**src/rtl/mmio_uart_tx.sv**
```systemverilog
// mmio_uart_tx: store-mapped 8N1 UART transmitter with byte FIFO, occupancy status and sticky overflow.
// Define UART_TX_PARITY_EN to insert an even-parity bit between the data bits and the stop bit.
module mmio_uart_tx #(
    parameter int          CLKS_PER_BIT = 16,
    parameter int          FIFO_DEPTH   = 4,
    parameter logic [31:0] TX_ADDR      = 32'h8000_0000,
    parameter logic [31:0] CTRL_ADDR    = 32'h8000_0004
) (
    input  logic                          clk,
    input  logic                          rst,
    input  logic                          MemWrite,
    input  logic [31:0]                   ALUResult,
    input  logic [31:0]                   WriteData,
    output logic                          tx,
    output logic                          tx_busy,
    output logic                          fifo_full,
    output logic [$clog2(FIFO_DEPTH):0]   fifo_count,
    output logic                          overflow
);
    localparam int PW = $clog2(FIFO_DEPTH);
    localparam int CW = PW + 1;
    localparam int BW = $clog2(CLKS_PER_BIT);

`ifdef UART_TX_PARITY_EN
    typedef enum logic [2:0] {IDLE, START, DATA, PARITY, STOP} state_t;
`else
    typedef enum logic [1:0] {IDLE, START, DATA, STOP} state_t;
`endif

    state_t          state_q, state_d;
    logic [BW-1:0]   baud_q, baud_d;
    logic [2:0]      bit_q, bit_d;
    logic [7:0]      shift_q, shift_d;
    logic [7:0]      mem_q [FIFO_DEPTH];
    logic [PW-1:0]   rd_q, rd_d, wr_q, wr_d;
    logic [CW-1:0]   count_q, count_d;
    logic            ovf_q, ovf_d;
    logic            tx_q, tx_d;
    logic            last, pop, push_req, accept, drop, clr;
`ifdef UART_TX_PARITY_EN
    logic            par_q, par_d;
`endif

    assign last     = baud_q == BW'(CLKS_PER_BIT - 1);
    assign push_req = MemWrite && ALUResult == TX_ADDR;
    assign clr      = MemWrite && ALUResult == CTRL_ADDR && WriteData[0];
    // a same-edge pop frees a slot, so a full FIFO still accepts while draining
    assign accept   = push_req && (count_q < CW'(FIFO_DEPTH) || pop);
    assign drop     = push_req && !accept;
    assign rd_d     = rd_q + PW'(pop);
    assign wr_d     = wr_q + PW'(accept);
    assign count_d  = count_q + CW'(accept) - CW'(pop);
    assign ovf_d    = drop ? 1'b1 : clr ? 1'b0 : ovf_q;

    always_comb begin
        state_d = state_q;
        baud_d  = (state_q == IDLE || last) ? '0 : baud_q + BW'(1);
        bit_d   = bit_q;
        shift_d = shift_q;
        pop     = 1'b0;
        case (state_q)
            IDLE:  if (count_q != '0) begin
                pop     = 1'b1;
                state_d = START;
            end
            START: if (last) begin
                state_d = DATA;
                bit_d   = '0;
            end
            DATA:  if (last) begin
`ifdef UART_TX_PARITY_EN
                state_d = (bit_q == 3'd7) ? PARITY : DATA;
`else
                state_d = (bit_q == 3'd7) ? STOP : DATA;
`endif
                bit_d   = bit_q + 3'd1;
                shift_d = shift_q >> 1;
            end
`ifdef UART_TX_PARITY_EN
            PARITY: if (last) state_d = STOP;
`endif
            STOP:  if (last) begin
                pop     = count_q != '0;
                state_d = (count_q != '0) ? START : IDLE;
            end
            default: state_d = IDLE;
        endcase
        if (pop) shift_d = mem_q[rd_q];
    end

`ifdef UART_TX_PARITY_EN
    assign par_d = pop ? ^mem_q[rd_q] : par_q;
    assign tx_d  = (state_d == START) ? 1'b0 : (state_d == DATA) ? shift_d[0] :
                   (state_d == PARITY) ? par_d : 1'b1;
`else
    assign tx_d  = (state_d == START) ? 1'b0 : (state_d == DATA) ? shift_d[0] : 1'b1;
`endif

    always_ff @(posedge clk) begin
        if (!rst) begin
            state_q <= IDLE;
            baud_q  <= '0;
            bit_q   <= '0;
            shift_q <= '0;
            rd_q    <= '0;
            wr_q    <= '0;
            count_q <= '0;
            ovf_q   <= 1'b0;
            tx_q    <= 1'b1;
`ifdef UART_TX_PARITY_EN
            par_q   <= 1'b0;
`endif
        end else begin
            state_q <= state_d;
            baud_q  <= baud_d;
            bit_q   <= bit_d;
            shift_q <= shift_d;
            rd_q    <= rd_d;
            wr_q    <= wr_d;
            count_q <= count_d;
            ovf_q   <= ovf_d;
            tx_q    <= tx_d;
`ifdef UART_TX_PARITY_EN
            par_q   <= par_d;
`endif
        end
    end

    always_ff @(posedge clk) begin
        if (rst && accept) mem_q[wr_q] <= WriteData[7:0];
    end

    assign tx         = tx_q;
    assign tx_busy    = state_q != IDLE || count_q != '0;
    assign fifo_full  = count_q == CW'(FIFO_DEPTH);
    assign fifo_count = count_q;
    assign overflow   = ovf_q;
endmodule

```
**config.mk**
```make
export PLATFORM = sky130hd
export DESIGN_NAME = mmio_uart_tx
export DESIGN_NICKNAME = d
export VERILOG_FILES = /design/src/rtl/mmio_uart_tx.sv
export SDC_FILE = /design/constraint.sdc
export NUM_CORES = 1
export LEC_CHECK = 0
export CORE_AREA = 4 4 83 85
export CTS_CLUSTER_DIAMETER = 100
export DETAILED_ROUTE_END_ITERATION = 6
export DIE_AREA = 0 0 87 89
export PLACE_DENSITY = 0.73
export RECOVER_POWER = 100
export SLEW_MARGIN = 10
export SYNTH_ARGS = -nofsm -noshare
export SYNTH_HDL_FRONTEND = slang
export SYNTH_SLANG_ARGS = --single-unit
```
**constraint.sdc**
```tcl
create_clock -name clk -period 2.9 [get_ports clk]
set_input_delay 0.87 -clock clk [delete_from_list [all_inputs] [get_ports clk]]
set_output_delay 0.87 -clock clk [all_outputs]
set_load 0.01 [all_outputs]
```
==> results_dict.tcl <==
set metrics [dict create \
    yosysTopAreaCell "edfxtp_1" \
    final_cell_area_mm2 0.00347 \
    tightest_slew_ns 0.499 \
    rsz0062_at_grt "no" \
    rows 29 \
    crit_required_ns 2.92 \
    vias 1812 \
    synthTopCellsByArea "edfxtp_1 38%, dfxtp_1 20%, mux4_2 7.0%" \
    start_kind "input port" \
    p_total_mw 2.33 \
    hold_ws_ns 0.452 \
    outcome "completed" \
    first_global_vias 1843 \
    ys_seq_area_share_pct 57.9 \
    async_flop_share_pct 0 \
    drive_above_1_share_pct 19.9 \
    synth.most_common_cell "edfxtp_1" \
    drc 0 \
    hold_viol 0 \
    syn_area_per_cell_um2 12.7 \
    drtPass1Iterations 4 \
    root_buffer "clkbuf_8" \
    p_per_area_mw_per_mm2 670 \
    fin_crit_sh_pct 95.6 \
    worst_setup_path_end_kind "flip-flop" \
    crit_type "input port to flip-flop" \
    cts_tree "yes" \
    grt.total_usage_pct 15.1 \
    crit_family "buffers and inverters" \
    grt_pass1_wl_mm 8.82 \
    diodes 0 \
    leakage_nw 1.42 \
    synth.net_count 280 \
    die_h_um 89 \
    dieArea_mm2 0.00774 \
    crit_fanout 8 \
    io_buffers 49 \
    drv_slew 0 \
    ys_top_cells_by_count "32 x edfxtp_1, 26 x dfxtp_1, 20 x nand3_1" \
    synth_flop_cell "edfxtp_1" \
    synth_top_area_share_pct 37.5 \
    cts_htree_levels 3 \
    irDropWorstVdd_mv 0.421 \
    clkLatencyLatePin_ns 0.33 \
    dpl_cell_area_mm2 0.00322 \
    period_needed_ns 2.77 \
    crit_buf_inv 5 \
    max_stage_delay_ns 0.33 \
    io_pins 74 \
    ys_warn_count 0 \
    ant_nets 0 \
    post_drt_wl_per_cell_um 15.0 \
    initial_core_util_pct 41.3 \
    gp_congestion 0.747 \
    area_growth_pct 35.5 \
    slew_headroom_pct 66.8 \
    synth.distinct_cells 38 \
    dp.cells 330 \
    clk_path_buf_depth 2 \
    grt_max_degree 25 \
    setup_viol 0 \
    final-seq-area_mm2 0.00148 \
    cts_sinks 58 \
    routed_wl_mm 5.23 \
    stdcell_count 348 \
    vias_per_cell 5.21 \
    fin_util_pct 55.9 \
    synthCells 202 \
    hpwl_mm 3.71 \
    crit_chain "clkdlybuf4s15_1 > nor4_2 > nand4_1 > a2111oi_4 > clkbuf_4 > clkbuf_4 > clkbuf_2 > nand3_1 > nor2_1 > clkbuf_2" \
    crit_path_top_delay_cell "a2111oi_4" \
    finalNetCount 344 \
    fin_skew_ns 0.00738 \
    synth_area_mm2 0.00256 \
    coreArea_mm2 0.00620 \
    drtIter0Drc 73 \
    cts_made_buffers 9 \
    path_clk_slew_ns 0.06 \
    drv_cap 0 \
    arrival_ns 2.79 \
    antenna_found_initial 0 \
    multi_input_area_mm2 0.00111 \
    fill_cells 504 \
    max_freq_ghz 0.361 \
    grt-ovfl-total 0 \
    hp-class "flip-flop to flip-flop" \
    die_w_um 87 \
    synth-edff-count 32 \
    ys_ff_latch 58 \
]
-- cells in the final DEF (no fill, tap or decap), types with 3 or more instances in the layout --
cell | Yosys | layout
clkbuf_8 | 0 | 9
clkinv_2 | 0 | 3
a21oi_1 | 4 | 3
o211a_1 | 6 | 6
dlymetal6s2s_1 | 0 | 12
edfxtp_1 | 32 | 32
o21ai_0 | 6 | 6
inv_1 | 8 | 6
and2_1 | 6 | 5
clkbuf_2 | 0 | 3
nand2_1 | 10 | 10
and3_1 | 4 | 4
clkbuf_4 | 0 | 3
dlygate4sd2_1 | 0 | 16
buf_4 | 0 | 8
ha_1 | 10 | 8
nor3_1 | 3 | 3
nand3_1 | 20 | 20
dlygate4sd3_1 | 0 | 16
nor4_2 | 0 | 5
a32oi_1 | 3 | 3
nor2b_1 | 5 | 5
mux4_2 | 8 | 8
nor2_1 | 7 | 7
xor2_1 | 3 | 3
dfxtp_1 | 26 | 25
nand4_1 | 4 | 4
-- state kept, by name, indices dropped and copies added, names as in the netlist --
signal	flops
overflow	1
shift_q	8
fifo_count	3
bit_q	3
wr_q	2
rd_q	2
state_q	2
tx	1
baud_q	4
mem_q	32
-- per-layer routing --
metal  routed length, um  vias up  GRT usage, %
met4                  50        0          4.25
met5                   0        -             0
met3                 231        7          5.99
met1                2200      875          17.8
met2                2750       26          25.7
li1                    -      904             -
-- cell type report --
class | count | area share, %
repair buffers | 62 | 17.0
multi-input cells | 127 | 32.0
clock inverters | 6 | 0.974
well taps | 77 | 2.78
inverters | 8 | 0.866
clock buffers | 10 | 3.68
flip-flops and latches | 58 | 42.7
-- power breakdown --
| group | internal, mW | switching [mW] |
|---|---|---|
| Clock | 0.301 | 0.303 |
| Sequential | 0.946 | 0.0653 |
| Combinational | 0.383 | 0.327 |
-- logic make-up after synthesis --
group / share of synthesized area, %
mux: 7.04
compound gates: 9.53
flops: 57.9
xor+xnor: 2.05
buf+inv: 2.49
fa+ha+maj: 5.67
simple gates: 15.3
-- per-stage QoR --
stage | TNS, ns | setup WS [ns]
4_1_cts | 0 | 0.00287
6_report | 0 | 0.127
5_1_grt | 0 | 0.00106
3_3_place_gp | -6.02 | -0.457
3_5_place_dp | -5.92 | -0.465
2_1_floorplan | 0 | 0.0290
-- final timing paths --
| kind | startpoint | endpoint | slack (ns) | cells after the start |
|---|---|---|---|---|
| min | baud_q[0] | baud_q[0] | 0.45 | 1 |
| min reg2reg | baud_q[0] | baud_q[0] | 0.45 | 1 |
| max reg2reg | state_q[1] | mem_q[3][1] | 0.16 | 10 |
| max | ALUResult[17] | mem_q[3][1] | 0.13 | 10 |
-- what timing repair did --
item / CTS / global route
cloned: 0 / 0
gates resized for setup: 27 / 23
pin swaps: 14 / 12
hold buffers: 0 / 0
buffers inserted: 1 / 1
endpoints found under the setup margin: 1 / 1
Note: power is estimated with default switching activity, not from simulation.
